**config.mk**
```make
export PLATFORM = sky130hd
export DESIGN_NAME = atm_session_ctrl_flat
export DESIGN_NICKNAME = d
export VERILOG_FILES = /design/src/rtl/atm_session_ctrl_pkg.sv /design/src/rtl/atm_session_ctrl_if.sv /design/src/rtl/atm_session_ctrl_acct_bank.sv /design/src/rtl/atm_session_ctrl.sv /design/src/flat_wrapper.sv
export SDC_FILE = /design/constraint.sdc
export NUM_CORES = 1
export LEC_CHECK = 0
export CORE_ASPECT_RATIO = 0.7
export CORE_MARGIN = 2
export CORE_UTILIZATION = 40
export DETAILED_ROUTE_END_ITERATION = 10
export PLACE_DENSITY = 0.59
export SLEW_MARGIN = 5
export SYNTH_ARGS = -nofsm -noshare
export SYNTH_HDL_FRONTEND = slang
export SYNTH_SLANG_ARGS = --single-unit
export TNS_END_PERCENT = 100
```
**constraint.sdc**
```tcl
create_clock -name clk -period 9 [get_ports clk]
set_input_delay 0.9 -clock clk [delete_from_list [all_inputs] [get_ports clk]]
set_output_delay 0.9 -clock clk [all_outputs]
set_load 0.1 [all_outputs]
```
**src/rtl/atm_session_ctrl_pkg.sv**
```systemverilog
// rtl/atm_session_ctrl_pkg.sv - opcodes, response codes and FSM states for the ATM session controller
package atm_pkg;

  localparam logic [2:0] OP_BAL  = 3'b001;
  localparam logic [2:0] OP_WD   = 3'b010;
  localparam logic [2:0] OP_DEP  = 3'b011;
  localparam logic [2:0] OP_XFER = 3'b100;
  localparam logic [2:0] OP_PIN  = 3'b101;
  localparam logic [2:0] OP_END  = 3'b110;

  localparam logic [2:0] ERR_OK      = 3'd0;
  localparam logic [2:0] ERR_ACCT    = 3'd1;
  localparam logic [2:0] ERR_LOCK    = 3'd2;
  localparam logic [2:0] ERR_FUNDS   = 3'd3;
  localparam logic [2:0] ERR_OVF     = 3'd4;
  localparam logic [2:0] ERR_OP      = 3'd5;
  localparam logic [2:0] ERR_TIMEOUT = 3'd6;
  localparam logic [2:0] ERR_LIMIT   = 3'd7;

  typedef enum logic [2:0] {
    S_IDLE,
    S_PIN_WAIT,
    S_MENU,
    S_EXEC,
    S_RESULT,
    S_EJECT
  } state_t;

endpackage

```
**src/rtl/atm_session_ctrl_if.sv**
```systemverilog
// rtl/atm_session_ctrl_if.sv - card, PIN, transaction and response signals of the ATM session controller
interface atm_session_ctrl_if #(
  parameter int AW    = 3,
  parameter int AMT_W = 19,
  parameter int BAL_W = 19,
  parameter int PIN_W = 16
);
  logic             card_in;
  logic [AW-1:0]    card_acct;
  logic             pin_valid;
  logic [PIN_W-1:0] pin_in;
  logic             op_valid;
  logic             op_ready;
  logic [2:0]       opcode;
  logic [AMT_W-1:0] amount;
  logic [AW-1:0]    dest_acct;
  logic [PIN_W-1:0] new_pin;
  logic             rsp_valid;
  logic [2:0]       rsp_err;
  logic [BAL_W-1:0] balance_out;
  logic             card_eject;
  logic             card_retain;
  logic             session_busy;

  modport master (
    output card_in, card_acct, pin_valid, pin_in, op_valid, opcode, amount, dest_acct, new_pin,
    input  op_ready, rsp_valid, rsp_err, balance_out, card_eject, card_retain, session_busy
  );

  modport slave (
    input  card_in, card_acct, pin_valid, pin_in, op_valid, opcode, amount, dest_acct, new_pin,
    output op_ready, rsp_valid, rsp_err, balance_out, card_eject, card_retain, session_busy
  );
endinterface

```
**src/rtl/atm_session_ctrl_acct_bank.sv**
```systemverilog
// rtl/atm_session_ctrl_acct_bank.sv - banked balance/PIN/lock registers with self and dest ports
module atm_acct_bank #(
  parameter int          NUM_ACCTS = 8,
  parameter int          AW        = 3,
  parameter int          BAL_W     = 19,
  parameter int          PIN_W     = 16,
  parameter int unsigned INIT_BAL  = 1000,
  parameter int unsigned PIN_BASE  = 'h1000
) (
  input  logic             clk,
  input  logic             reset,
  input  logic [AW-1:0]    self_addr,
  input  logic [AW-1:0]    dest_addr,
  output logic [BAL_W-1:0] self_bal,
  output logic [PIN_W-1:0] self_pin,
  output logic             self_lock,
  output logic [BAL_W-1:0] dest_bal,
  input  logic             self_bal_we,
  input  logic [BAL_W-1:0] self_bal_wdata,
  input  logic             dest_bal_we,
  input  logic [BAL_W-1:0] dest_bal_wdata,
  input  logic             pin_we,
  input  logic [PIN_W-1:0] pin_wdata,
  input  logic             lock_set
);
  localparam logic [AW:0] ACCT_LIM = (AW+1)'(NUM_ACCTS);

  logic [BAL_W-1:0] bal_q  [NUM_ACCTS];
  logic [PIN_W-1:0] pin_q  [NUM_ACCTS];
  logic             lock_q [NUM_ACCTS];

  logic self_ok;
  logic dest_ok;

  assign self_ok   = ({1'b0, self_addr} < ACCT_LIM);
  assign dest_ok   = ({1'b0, dest_addr} < ACCT_LIM);
  assign self_bal  = self_ok ? bal_q[self_addr]  : '0;
  assign self_pin  = self_ok ? pin_q[self_addr]  : '0;
  assign self_lock = self_ok ? lock_q[self_addr] : 1'b0;
  assign dest_bal  = dest_ok ? bal_q[dest_addr]  : '0;

  // Both balance writes land on the same edge so a transfer is never half-applied.
  always_ff @(posedge clk) begin
    if (reset) begin
      for (int i = 0; i < NUM_ACCTS; i++) begin
        bal_q[i]  <= BAL_W'(INIT_BAL);
        pin_q[i]  <= PIN_W'(PIN_BASE + i);
        lock_q[i] <= 1'b0;
      end
    end else begin
      if (self_bal_we) bal_q[self_addr]  <= self_bal_wdata;
      if (dest_bal_we) bal_q[dest_addr]  <= dest_bal_wdata;
      if (pin_we)      pin_q[self_addr]  <= pin_wdata;
      if (lock_set)    lock_q[self_addr] <= 1'b1;
    end
  end
endmodule

```
**src/rtl/atm_session_ctrl.sv**
```systemverilog
// rtl/atm_session_ctrl.sv - multi-account ATM session FSM with PIN lockout, timeout and transfers
// ATM_DAILY_LIMIT_EN adds a per-session withdraw cap of WD_LIMIT.
module atm_session_ctrl
  import atm_pkg::*;
#(
  parameter int          NUM_ACCTS   = 8,
  parameter int          BAL_W       = 19,
  parameter int          AMT_W       = 19,
  parameter int          PIN_W       = 16,
  parameter int          MAX_TRIES   = 3,
  parameter int          TIMEOUT_CYC = 1000,
  parameter int unsigned INIT_BAL    = 1000,
  parameter int unsigned PIN_BASE    = 'h1000,
  parameter int unsigned WD_LIMIT    = 5000
) (
  input logic               clk,
  input logic               reset,
  atm_session_ctrl_if.slave bus
);
  localparam int AW  = $clog2(NUM_ACCTS);
  localparam int TRW = $clog2(MAX_TRIES + 1);
  localparam int TMW = $clog2(TIMEOUT_CYC + 1);
  localparam logic [AW:0]    ACCT_LIM  = (AW+1)'(NUM_ACCTS);
  localparam logic [TRW-1:0] TRY_LAST  = TRW'(MAX_TRIES - 1);
  localparam logic [TMW-1:0] TIME_LAST = TMW'(TIMEOUT_CYC - 1);

  state_t state_q, state_d;

  logic [AW-1:0]    acct_q, dest_q;
  logic [2:0]       opc_q;
  logic [AMT_W-1:0] amt_q;
  logic [PIN_W-1:0] npin_q;
  logic [TRW-1:0]   tries_q;
  logic [TMW-1:0]   timer_q;
  logic             hold_q;

  logic             rsp_valid_q, rsp_valid_d;
  logic [2:0]       rsp_err_q, rsp_err_d;
  logic [BAL_W-1:0] bal_out_q, bal_out_d;
  logic             eject_q, eject_d;
  logic             retain_q, retain_d;

  logic start_sess, pin_miss, lock_set, handshake, commit, timer_run, timer_hit;

  logic [AW-1:0]    rd_addr;
  logic [BAL_W-1:0] self_bal, dest_bal;
  logic [PIN_W-1:0] self_pin;
  logic             self_lock;

  logic [2:0]       ex_err;
  logic             ex_self_we, ex_dest_we, ex_pin_we;
  logic [BAL_W-1:0] ex_self_bal, ex_dest_bal;
  logic [BAL_W-1:0] amt_ext;
  logic [BAL_W:0]   self_sum, dest_sum;

`ifdef ATM_DAILY_LIMIT_EN
  localparam logic [BAL_W+1:0] WD_CAP = (BAL_W+2)'(WD_LIMIT);
  logic [BAL_W:0]   wd_acc_q;
  logic [BAL_W+1:0] wd_sum;
  assign wd_sum = {1'b0, wd_acc_q} + (BAL_W+2)'(amt_q);
`else
  logic unused_wd_limit;
  assign unused_wd_limit = ^((BAL_W+2)'(WD_LIMIT));
`endif

  // In IDLE the self port looks at the card being inserted so the lock flag is checked before PIN entry.
  assign rd_addr = (state_q == S_IDLE) ? bus.card_acct : acct_q;

  atm_acct_bank #(
    .NUM_ACCTS(NUM_ACCTS), .AW(AW), .BAL_W(BAL_W), .PIN_W(PIN_W),
    .INIT_BAL(INIT_BAL), .PIN_BASE(PIN_BASE)
  ) u_bank (
    .clk(clk), .reset(reset),
    .self_addr(rd_addr), .dest_addr(dest_q),
    .self_bal(self_bal), .self_pin(self_pin), .self_lock(self_lock), .dest_bal(dest_bal),
    .self_bal_we(commit & ex_self_we), .self_bal_wdata(ex_self_bal),
    .dest_bal_we(commit & ex_dest_we), .dest_bal_wdata(ex_dest_bal),
    .pin_we(commit & ex_pin_we), .pin_wdata(npin_q),
    .lock_set(lock_set)
  );

  assign amt_ext  = BAL_W'(amt_q);
  assign self_sum = {1'b0, self_bal} + {1'b0, amt_ext};
  assign dest_sum = {1'b0, dest_bal} + {1'b0, amt_ext};

  // Any error leaves every write enable low, which keeps transfers atomic.
  always_comb begin
    ex_err      = ERR_OK;
    ex_self_we  = 1'b0;
    ex_dest_we  = 1'b0;
    ex_pin_we   = 1'b0;
    ex_self_bal = self_bal;
    ex_dest_bal = dest_sum[BAL_W-1:0];
    case (opc_q)
      OP_BAL, OP_END: begin
      end
      OP_WD: begin
        if (amt_ext > self_bal) ex_err = ERR_FUNDS;
`ifdef ATM_DAILY_LIMIT_EN
        else if (wd_sum > WD_CAP) ex_err = ERR_LIMIT;
`endif
        else begin
          ex_self_we  = 1'b1;
          ex_self_bal = self_bal - amt_ext;
        end
      end
      OP_DEP: begin
        if (self_sum[BAL_W]) ex_err = ERR_OVF;
        else begin
          ex_self_we  = 1'b1;
          ex_self_bal = self_sum[BAL_W-1:0];
        end
      end
      OP_XFER: begin
        if (({1'b0, dest_q} >= ACCT_LIM) || (dest_q == acct_q)) ex_err = ERR_ACCT;
        else if (amt_ext > self_bal) ex_err = ERR_FUNDS;
        else if (dest_sum[BAL_W]) ex_err = ERR_OVF;
        else begin
          ex_self_we  = 1'b1;
          ex_dest_we  = 1'b1;
          ex_self_bal = self_bal - amt_ext;
        end
      end
      OP_PIN:  ex_pin_we = 1'b1;
      default: ex_err = ERR_OP;
    endcase
  end

  assign timer_run = (state_q == S_PIN_WAIT) || (state_q == S_MENU);
  assign timer_hit = (timer_q == TIME_LAST);
  assign handshake = (state_q == S_MENU) && bus.card_in && bus.op_valid;
  assign commit    = (state_q == S_EXEC) && bus.card_in;

  always_comb begin
    state_d     = state_q;
    rsp_valid_d = 1'b0;
    rsp_err_d   = ERR_OK;
    bal_out_d   = '0;
    eject_d     = 1'b0;
    retain_d    = 1'b0;
    start_sess  = 1'b0;
    pin_miss    = 1'b0;
    lock_set    = 1'b0;
    case (state_q)
      S_IDLE: begin
        if (bus.card_in && !hold_q) begin
          if ({1'b0, bus.card_acct} >= ACCT_LIM) begin
            rsp_valid_d = 1'b1;
            rsp_err_d   = ERR_ACCT;
            eject_d     = 1'b1;
            state_d     = S_EJECT;
          end else if (self_lock) begin
            rsp_valid_d = 1'b1;
            rsp_err_d   = ERR_LOCK;
            eject_d     = 1'b1;
            state_d     = S_EJECT;
          end else begin
            start_sess = 1'b1;
            state_d    = S_PIN_WAIT;
          end
        end
      end
      S_PIN_WAIT: begin
        if (!bus.card_in) state_d = S_IDLE;
        else if (bus.pin_valid) begin
          if (bus.pin_in == self_pin) state_d = S_MENU;
          else if (tries_q == TRY_LAST) begin
            lock_set    = 1'b1;
            retain_d    = 1'b1;
            rsp_valid_d = 1'b1;
            rsp_err_d   = ERR_LOCK;
            state_d     = S_IDLE;
          end else pin_miss = 1'b1;
        end else if (timer_hit) begin
          rsp_valid_d = 1'b1;
          rsp_err_d   = ERR_TIMEOUT;
          eject_d     = 1'b1;
          state_d     = S_EJECT;
        end
      end
      S_MENU: begin
        if (!bus.card_in) state_d = S_IDLE;
        else if (bus.op_valid) state_d = S_EXEC;
        else if (timer_hit) begin
          rsp_valid_d = 1'b1;
          rsp_err_d   = ERR_TIMEOUT;
          eject_d     = 1'b1;
          state_d     = S_EJECT;
        end
      end
      S_EXEC: begin
        if (!bus.card_in) state_d = S_IDLE;
        else begin
          rsp_valid_d = 1'b1;
          rsp_err_d   = ex_err;
          bal_out_d   = ex_self_bal;
          eject_d     = (opc_q == OP_END);
          state_d     = S_RESULT;
        end
      end
      S_RESULT: begin
        if (!bus.card_in) state_d = S_IDLE;
        else if (opc_q == OP_END) state_d = S_EJECT;
        else state_d = S_MENU;
      end
      S_EJECT: begin
        if (!bus.card_in) state_d = S_IDLE;
      end
      default: state_d = S_IDLE;
    endcase
  end

  always_ff @(posedge clk) begin
    if (reset) begin
      state_q     <= S_IDLE;
      acct_q      <= '0;
      dest_q      <= '0;
      opc_q       <= '0;
      amt_q       <= '0;
      npin_q      <= '0;
      tries_q     <= '0;
      timer_q     <= '0;
      hold_q      <= 1'b0;
      rsp_valid_q <= 1'b0;
      rsp_err_q   <= '0;
      bal_out_q   <= '0;
      eject_q     <= 1'b0;
      retain_q    <= 1'b0;
    end else begin
      state_q     <= state_d;
      rsp_valid_q <= rsp_valid_d;
      rsp_err_q   <= rsp_err_d;
      bal_out_q   <= bal_out_d;
      eject_q     <= eject_d;
      retain_q    <= retain_d;
      if (start_sess) acct_q <= bus.card_acct;
      if (start_sess) tries_q <= '0;
      else if (pin_miss) tries_q <= tries_q + 1'b1;
      if (start_sess) timer_q <= '0;
      else if (timer_run) timer_q <= (bus.pin_valid || handshake) ? '0 : timer_q + 1'b1;
      if (handshake) begin
        opc_q  <= bus.opcode;
        amt_q  <= bus.amount;
        dest_q <= bus.dest_acct;
        npin_q <= bus.new_pin;
      end
      // A retained card must be pulled before IDLE will start another session.
      if (retain_d) hold_q <= 1'b1;
      else if (!bus.card_in) hold_q <= 1'b0;
    end
  end

`ifdef ATM_DAILY_LIMIT_EN
  always_ff @(posedge clk) begin
    if (reset) wd_acc_q <= '0;
    else if (start_sess) wd_acc_q <= '0;
    else if (commit && ex_self_we && (opc_q == OP_WD)) wd_acc_q <= wd_sum[BAL_W:0];
  end
`endif

  assign bus.op_ready     = (state_q == S_MENU);
  assign bus.session_busy = (state_q != S_IDLE);
  assign bus.rsp_valid    = rsp_valid_q;
  assign bus.rsp_err      = rsp_err_q;
  assign bus.balance_out  = bal_out_q;
  assign bus.card_eject   = eject_q;
  assign bus.card_retain  = retain_q;
endmodule

```
**src/flat_wrapper.sv**
```systemverilog
// flat-port wrapper written by rule: the top's interface ports become plain ports
module atm_session_ctrl_flat import atm_pkg::*;
#(
  parameter int          NUM_ACCTS   = 8,
  parameter int          BAL_W       = 19,
  parameter int          AMT_W       = 19,
  parameter int          PIN_W       = 16,
  parameter int          MAX_TRIES   = 3,
  parameter int          TIMEOUT_CYC = 1000,
  parameter int unsigned INIT_BAL    = 1000,
  parameter int unsigned PIN_BASE    = 'h1000,
  parameter int unsigned WD_LIMIT    = 5000
)
  (clk, reset, bus_card_in, bus_card_acct, bus_pin_valid, bus_pin_in, bus_op_valid, bus_opcode, bus_amount, bus_dest_acct, bus_new_pin, bus_op_ready, bus_rsp_valid, bus_rsp_err, bus_balance_out, bus_card_eject, bus_card_retain, bus_session_busy);
  atm_session_ctrl_if #(.AW((3)), .AMT_W(AMT_W), .BAL_W(BAL_W), .PIN_W(PIN_W)) bus_i ();
  input logic clk;
  input logic reset;
  input wire logic [$bits(bus_i.card_in)-1:0] bus_card_in;
  input wire logic [$bits(bus_i.card_acct)-1:0] bus_card_acct;
  input wire logic [$bits(bus_i.pin_valid)-1:0] bus_pin_valid;
  input wire logic [$bits(bus_i.pin_in)-1:0] bus_pin_in;
  input wire logic [$bits(bus_i.op_valid)-1:0] bus_op_valid;
  input wire logic [$bits(bus_i.opcode)-1:0] bus_opcode;
  input wire logic [$bits(bus_i.amount)-1:0] bus_amount;
  input wire logic [$bits(bus_i.dest_acct)-1:0] bus_dest_acct;
  input wire logic [$bits(bus_i.new_pin)-1:0] bus_new_pin;
  output wire logic [$bits(bus_i.op_ready)-1:0] bus_op_ready;
  output wire logic [$bits(bus_i.rsp_valid)-1:0] bus_rsp_valid;
  output wire logic [$bits(bus_i.rsp_err)-1:0] bus_rsp_err;
  output wire logic [$bits(bus_i.balance_out)-1:0] bus_balance_out;
  output wire logic [$bits(bus_i.card_eject)-1:0] bus_card_eject;
  output wire logic [$bits(bus_i.card_retain)-1:0] bus_card_retain;
  output wire logic [$bits(bus_i.session_busy)-1:0] bus_session_busy;
  assign bus_i.card_in = bus_card_in;
  assign bus_i.card_acct = bus_card_acct;
  assign bus_i.pin_valid = bus_pin_valid;
  assign bus_i.pin_in = bus_pin_in;
  assign bus_i.op_valid = bus_op_valid;
  assign bus_i.opcode = bus_opcode;
  assign bus_i.amount = bus_amount;
  assign bus_i.dest_acct = bus_dest_acct;
  assign bus_i.new_pin = bus_new_pin;
  assign bus_op_ready = bus_i.op_ready;
  assign bus_rsp_valid = bus_i.rsp_valid;
  assign bus_rsp_err = bus_i.rsp_err;
  assign bus_balance_out = bus_i.balance_out;
  assign bus_card_eject = bus_i.card_eject;
  assign bus_card_retain = bus_i.card_retain;
  assign bus_session_busy = bus_i.session_busy;
  atm_session_ctrl #(.NUM_ACCTS(NUM_ACCTS), .BAL_W(BAL_W), .AMT_W(AMT_W), .PIN_W(PIN_W), .MAX_TRIES(MAX_TRIES), .TIMEOUT_CYC(TIMEOUT_CYC), .INIT_BAL(INIT_BAL), .PIN_BASE(PIN_BASE), .WD_LIMIT(WD_LIMIT)) u_core (.clk(clk), .reset(reset), .bus(bus_i));
endmodule
```
==> results of run 1 <==
## registers in the layout, indices dropped and copies added (netlist names), 8 cells and up, named ones only
register / cells
u_core.amt_ext: 19
u_core.bus.balance_out: 19
u_core.npin_q: 16
u_core.timer_q: 10
u_core.u_bank.bal_q: 152
u_core.u_bank.lock_q: 8
u_core.u_bank.pin_q: 128
## layout by cell type (no fill, tap or decap), drive strengths merged, types with 9 or more instances in the layout
cell           Yosys  routed
edfxtp           280     280
nand2            172     172
nor2             142     142
o22ai            139     139
and2             118     118
a21oi            115     115
dfxtp             96      96
buf               53      91
clkdlybuf4s50      0      89
mux2i             84      84
inv               67      70
ha                60      60
clkbuf            91      55
a22oi             54      54
o21ai             50      50
nor3              44      44
mux2              41      41
mux4              38      38
or3               38      38
nand2b            34      34
o221ai            29      29
nand3             26      26
or2               25      25
xnor2             24      24
xor2              19      19
o41ai             18      18
nor2b             17      17
nor3b             15      15
a22o              14      14
nor4              14      14
a21o              13      13
a221oi            13      13
nand3b            12      12
nand4             12      12
o32ai             12      12
clkinv             0      12
a31oi             11      11
a211oi            11      11
o21a               9       9
o21bai             9       9
## power by group through the flow
stage | registers, mW | clock network, mW | logic [mW]
final | 1.93 | 1.84 | 1.10
after global routing | 1.93 | 1.91 | 1.17
after CTS | 1.93 | 1.85 | 1.06
after detailed placement | 1.97 | 0 | 1.06
after global placement | 1.96 | 0 | 1.06
after floorplan | 1.95 | 0 | 0.674
## how the worst max path moves through the flow
stage	from	to	slack [ns]	cells past startpoint
6_report	bus_card_acct[0]	u_core.u_bank.bal_q[1][6]	1.09	20
5_1_grt	bus_card_acct[0]	u_core.u_bank.bal_q[1][6]	0.89	18
4_1_cts	bus_card_acct[0]	u_core.u_bank.bal_q[3][4]	1.50	20
2_1_floorplan	bus_card_acct[0]	u_core.u_bank.bal_q[0][0]	2.79	19
3_5_place_dp	bus_card_acct[0]	u_core.u_bank.bal_q[3][16]	0.93	20
3_3_place_gp	bus_card_acct[0]	u_core.u_bank.bal_q[3][16]	1.06	20
## worst reg2reg max path: stages (launching register included)
cell,delay [ns]
dfxtp_1,0.60
nor3_4,0.12
inv_2,0.54
mux2i_4,0.67
buf_4,0.34
o22ai_1,0.13
nor2_1,0.12
nor4b_1,1.03
ha_1,0.43
o21ai_0,0.17
a21oi_1,0.16
nand2b_1,0.16
a31oi_1,0.12
nor3_1,0.67
nor2_1,0.27
nor2_1,0.30
nor2_4,0.14
buf_4,0.24
a221oi_2,0.96
a22oi_1,0.22
## cell families after synthesis
| logic type | synth area share [%] |
|---|---|
| mux | 9.989 |
| compound gates | 17.69 |
| xor+xnor | 1.708 |
| flops | 46.86 |
| simple gates | 16.13 |
| buf+inv | 3.945 |
| fa+ha+maj | 3.678 |
## final cells by class
type | count | area share, %
sequential | 376 | 40.60
timing repair buffer | 180 | 6.313
multi-input combinational | 1525 | 42.87
clock inverter | 19 | 0.8310
inverter | 67 | 0.9883
clock buffer | 55 | 4.809
tap | 730 | 3.589
## metrics by stage
step / cells / util (%) / worst slack [ns] / area [um2] / hold slack (ns)
finish: 2952 / 47.04 / 1.091 / 25450 / 0.4517
global route: 2952 / 47.04 / 0.8911 / 25450 / 0.4813
CTS: 2952 / 47.04 / 1.495 / 25450 / 0.4527
detailed placement: 2878 / 44.38 / 0.9308 / 24010 / 0.4446
global placement: 2878 / 44.38 / 1.060 / 24010 / 0.4357
floorplan: 2112 / - / 2.785 / 22040 / 0.4263
## metal layers
metal / wire length (um) / vias up
li1: - / 8214
met1: 37700 / 9338
met2: 32590 / 1302
met3: 14020 / 158
met4: 2022 / 0
met5: 0 / -
==> results_dict.tcl, run 1 <==
set metrics [dict create \
    ys_ff_latch 376 \
    syn_area_per_cell_um2 10.44 \
    end_kind "flop" \
    worst_ep_required_time_ns 9.28 \
    intPower_mw 3.330 \
    wl_per_cell_um 29.25 \
    pin_count 92 \
    syn_area_um2 22040 \
    synth.largest_area_cell "edfxtp_1" \
    slowest_stage "nor4b_1" \
    fin_nets 2318 \
    comb_power_share_pct 22.6 \
    hold_path_end "u_core.hold_q" \
    first_pass_iters 5 \
    cp.arrival_ns 8.19 \
    status "finished clean" \
    timing_hold_violations_final 0 \
    initialDrtViolationCount 2538 \
    r2r_end "u_core.u_bank.bal_q[1][6]" \
    ir_drop_mv 0.1463 \
    grt_busiest_layer "met1" \
    met2_usage_pct 37.78 \
    layout-drive-gt1-share_pct 13.50 \
    yosysMostFrequentCell "edfxtp_1" \
    grt_pass1_vias 18293 \
    ant_nets 0 \
    timing.fmax_mhz 126.4 \
    cts_resized 0 \
    io_buffer_count 91 \
    maxCapViolations 0 \
    wl_mm 86.34 \
    synth_top_area_share_pct 38.14 \
    root_buffer "clkbuf_16" \
    clock-sinks 376 \
    register_area_um2 10330 \
    critPathKind "primary input to flop" \
    synth_top_cells_by_count "280 x edfxtp_1, 171 x nand2_1, 142 x nor2_1" \
    viasPerCell 6.440 \
    switchingPower_mw 1.538 \
    power.total_mw 4.868 \
    grt_overflow 0 \
    finalCritPeriodShare_pct 87.87 \
    finClkSkew_ns 0.02481 \
    setup_viol 0 \
    num_vias 19012 \
    hold_depth 2 \
    gp_congestion 1.001 \
    pwr-share-seq_pct 39.7 \
    worstSetupStartpointType "primary input" \
    ys_async_sr_fraction_pct 0 \
    ys_warn_count 0 \
    period_minus_slack_ns 7.909 \
    postSynthCellCount 2112 \
    initial_core_util_pct 40.75 \
    h-tree-depth 2 \
    p_per_area_nw_per_um2 191.3 \
    grt_max_degree 50 \
    fp.dieArea_um2 57040 \
    cts_tree "done" \
    r2r-start "u_core.state_q[2]" \
    relSlewSlack_pct 6.779 \
    rsz0062_at_grt "false" \
    critPathMaxStageDelay_ns 1.07 \
    post-cts-setup-buffers 0 \
    hpwl_mm 61.40 \
    met1_usage_pct 43.19 \
    synth_fp_nets 2240 \
    area_growth_pct 15.43 \
    diodes 0 \
    min-delay-start "u_core.hold_q" \
    grt_pass1_wl_mm 124.2 \
    core_area_um2 54100 \
    grtUsageMet3_pct 15.03 \
    worstPathMaxFanout 22 \
    r2r_slack_ns 1.33 \
    synth_cell_types 90 \
    seq_area_frac_synth_pct 46.86 \
    die_w_um 284.6 \
    drc 0 \
    clock_path_buffers 3 \
    cp_top_family "simple AND/OR/NAND/NOR gates" \
    cts_made_buffers 40 \
    antenna_found_initial 0 \
    clkTransAtPathRegs_ns 0.07 \
    multi_input_area_um2 10910 \
    synth_edf_count 280 \
    min_path_type "flop to flop" \
    tightestPinTransition_ns 1.398 \
    cp_num_buf_inv 4 \
    worstPathCellList "clkdlybuf4s50_1 -> nand2b_1 -> mux2i_2 -> buf_4 -> nand2_1 -> buf_4 -> nor2_1 -> nor4b_1 -> ha_1 -> o21ai_0 -> a21oi_1 -> nand2b_1 -> a31oi_1 -> nor3_1 -> nor2_1 -> nor2_1 -> nor2_4 -> buf_4 -> a221oi_2 -> a22oi_1" \
    reg2regPathDepth 19 \
    yosys-top-cells-area "edfxtp_1 38%, dfxtp_1 8.7%, o22ai_1 3.9%" \
    rows 71 \
    switching_share_pct 31.59 \
    ys.flop_type "edfxtp_1" \
    cts_hold_buffers 0 \
    p_leak_nw 8.493 \
    insertion_delay_ns 0.59 \
    nFillCells 4991 \
    fp.dieH_um 200.4 \
    drv_slew 0 \
    grt_usage_pct 29.51 \
    pwr-share-clk_pct 37.7 \
    final.setup.tns_ns 0 \
]
Note: power is estimated with default switching activity, not from simulation.
==> run 2, diff against run 1 <==
Settings changed: CELL_PAD_IN_SITES_DETAIL_PLACEMENT set to 0, CELL_PAD_IN_SITES_GLOBAL_PLACEMENT set to 1, PLACE_DENSITY 0.59 to 0.71.
==> run 2 against run 1 <==
- sequential share of layout area up 0.27 points
- flip-flop and latch count unchanged
- clock power down 6%
- highest routed layer unchanged
==> results_dict.tcl, run 2 (synthesized netlist as in run 1, its figures left out) <==
set metrics [dict create \
    grtUsageMet3_pct 9.864 \
    wl_per_cell_um 28.01 \
    status "finished clean" \
    drv_slew 0 \
    p_leak_nw 8.400 \
    worstSetupStartpointType "flop" \
    grt_busiest_layer "met1" \
    layout_commonest_cell "edfxtp_1" \
    p_per_area_nw_per_um2 186.2 \
    cts_made_buffers 41 \
    grt_overflow 0 \
    worstPathMaxFanout 18 \
    rsz0062_at_grt "false" \
    met1_usage_pct 42.48 \
    layout-drive-gt1-share_pct 12.86 \
    cts_tree "done" \
    end_kind "flop" \
    regMostFlops "u_core.u_bank.bal_q" \
    fin_ws_ns 1.675 \
    num_vias 18681 \
    rows 71 \
    hpwl_mm 57.54 \
    root_buffer "clkbuf_16" \
    timing.fmax_mhz 136.5 \
    gp_congestion 0.9934 \
    wl_mm 82.53 \
    insertion_delay_ns 0.60 \
    fp.dieArea_um2 57040 \
    timing_hold_violations_final 0 \
    clock-sinks 376 \
    die_w_um 284.6 \
    reg_top3 "u_core.u_bank.bal_q x152, u_core.u_bank.pin_q x128" \
    cp.arrival_ns 7.60 \
    viasPerCell 6.339 \
    min_path_type "flop to flop" \
    initialDrtViolationCount 2811 \
    cts_resized 0 \
    final.setup.tns_ns 0 \
    maxCapViolations 0 \
    largest_register_ffs 152 \
    place_area_um2 23920 \
    tightestPinTransition_ns 1.156 \
    period_minus_slack_ns 7.325 \
    first_pass_iters 6 \
    post-cts-setup-buffers 0 \
    finClkSkew_ns 0.02638 \
    drc 0 \
    core_area_um2 54100 \
    layout_common_cells "280 x edfxtp_1, 171 x nand2_1, 140 x nor2_1, 139 x o22ai_1, 117 x and2_1" \
    clock_path_buffers 3 \
    final_cell_area_um2 25270 \
    finalCritPeriodShare_pct 81.38 \
    cts_hold_buffers 0 \
    grt_pass1_wl_mm 120.6 \
    worst_ep_required_time_ns 9.28 \
    ant_nets 0 \
    preCtsSetupSlack_ns 1.409 \
    fin_nets 2311 \
    grt_pass1_vias 17903 \
    met2_usage_pct 37.57 \
    h-tree-depth 2 \
    critPathKind "flop to flop" \
    multi_input_area_um2 10900 \
    ir_drop_mv 0.1166 \
    initial_core_util_pct 40.75 \
    pin_count 92 \
    antenna_found_initial 2 \
    io_buffer_count 91 \
    area_growth_pct 14.64 \
    setup_viol 0 \
    clkTransAtPathRegs_ns 0.06 \
    register_area_um2 10330 \
    grt_usage_pct 28.39 \
    fp.dieH_um 200.4 \
    relSlewSlack_pct 22.15 \
    nFillCells 4950 \
    grt_max_degree 60 \
]
[run 2: report_power, final]
part           leakage (nW)  total (mW)  internal, mW  switching, mW
registers              3.42        1.92          1.89         0.0299
logic                  4.32        1.06         0.358          0.698
clock network         0.656        1.73         0.967          0.759
total                  8.40        4.71          3.22           1.49
[run 2: per-stage QoR]
stage               total power, mW  utilization (%)  hold WS, ns  cells
floorplan                     2.620                -       0.4263   2112
global placement              2.984            44.22       0.4417   2870
detailed placement            2.988            44.22       0.4478   2870
CTS                           4.699            46.71       0.4557   2946
global route                  4.865            46.71       0.4670   2946
finish                        4.706            46.71       0.4562   2947
[run 2: worst paths after layout]
path                                   startpoint  slack [ns]  cells after the start                         end
worst min register to register      u_core.hold_q        0.46                      2               u_core.hold_q
worst min-delay path                u_core.hold_q        0.46                      2               u_core.hold_q
worst max register to register  u_core.state_q[2]        1.68                     18  u_core.u_bank.bal_q[4][16]
worst max-delay path            u_core.state_q[2]        1.68                     18  u_core.u_bank.bal_q[4][16]
[run 2: final cells by class]
cell class / instances / share of cell area [%]
multi-input combinational: 1525 / 43.14
sequential: 376 / 40.88
tap: 730 / 3.614
timing repair buffer: 172 / 6.030
inverter: 67 / 0.9951
antenna: 1 / 0.009901
clock buffer: 61 / 4.609
clock inverter: 15 / 0.7278
[run 2: critical path, stage by stage, from the launching register on]
cell and delay (ns):
dfxtp_1 0.58, nor3_4 0.08, buf_4 0.22, inv_2 0.38, mux2i_4 0.84, o22a_1 0.25
o21ai_0 0.07, nor4_1 0.65, ha_1 0.32, o21ai_0 0.19, o2111ai_1 0.33, a31oi_1 0.21
o21ai_1 0.35, a21boi_1 0.16, or3_1 0.53, nor3_1 0.64, and2_1 0.43, or3_1 0.43
buf_4 0.35
[run 2: metal layers]
layer	part of all wire [%]	wire [um]
met1	44	35910
met4	3.1	2564
met5	0	0
met3	14	11890
met2	39	32160
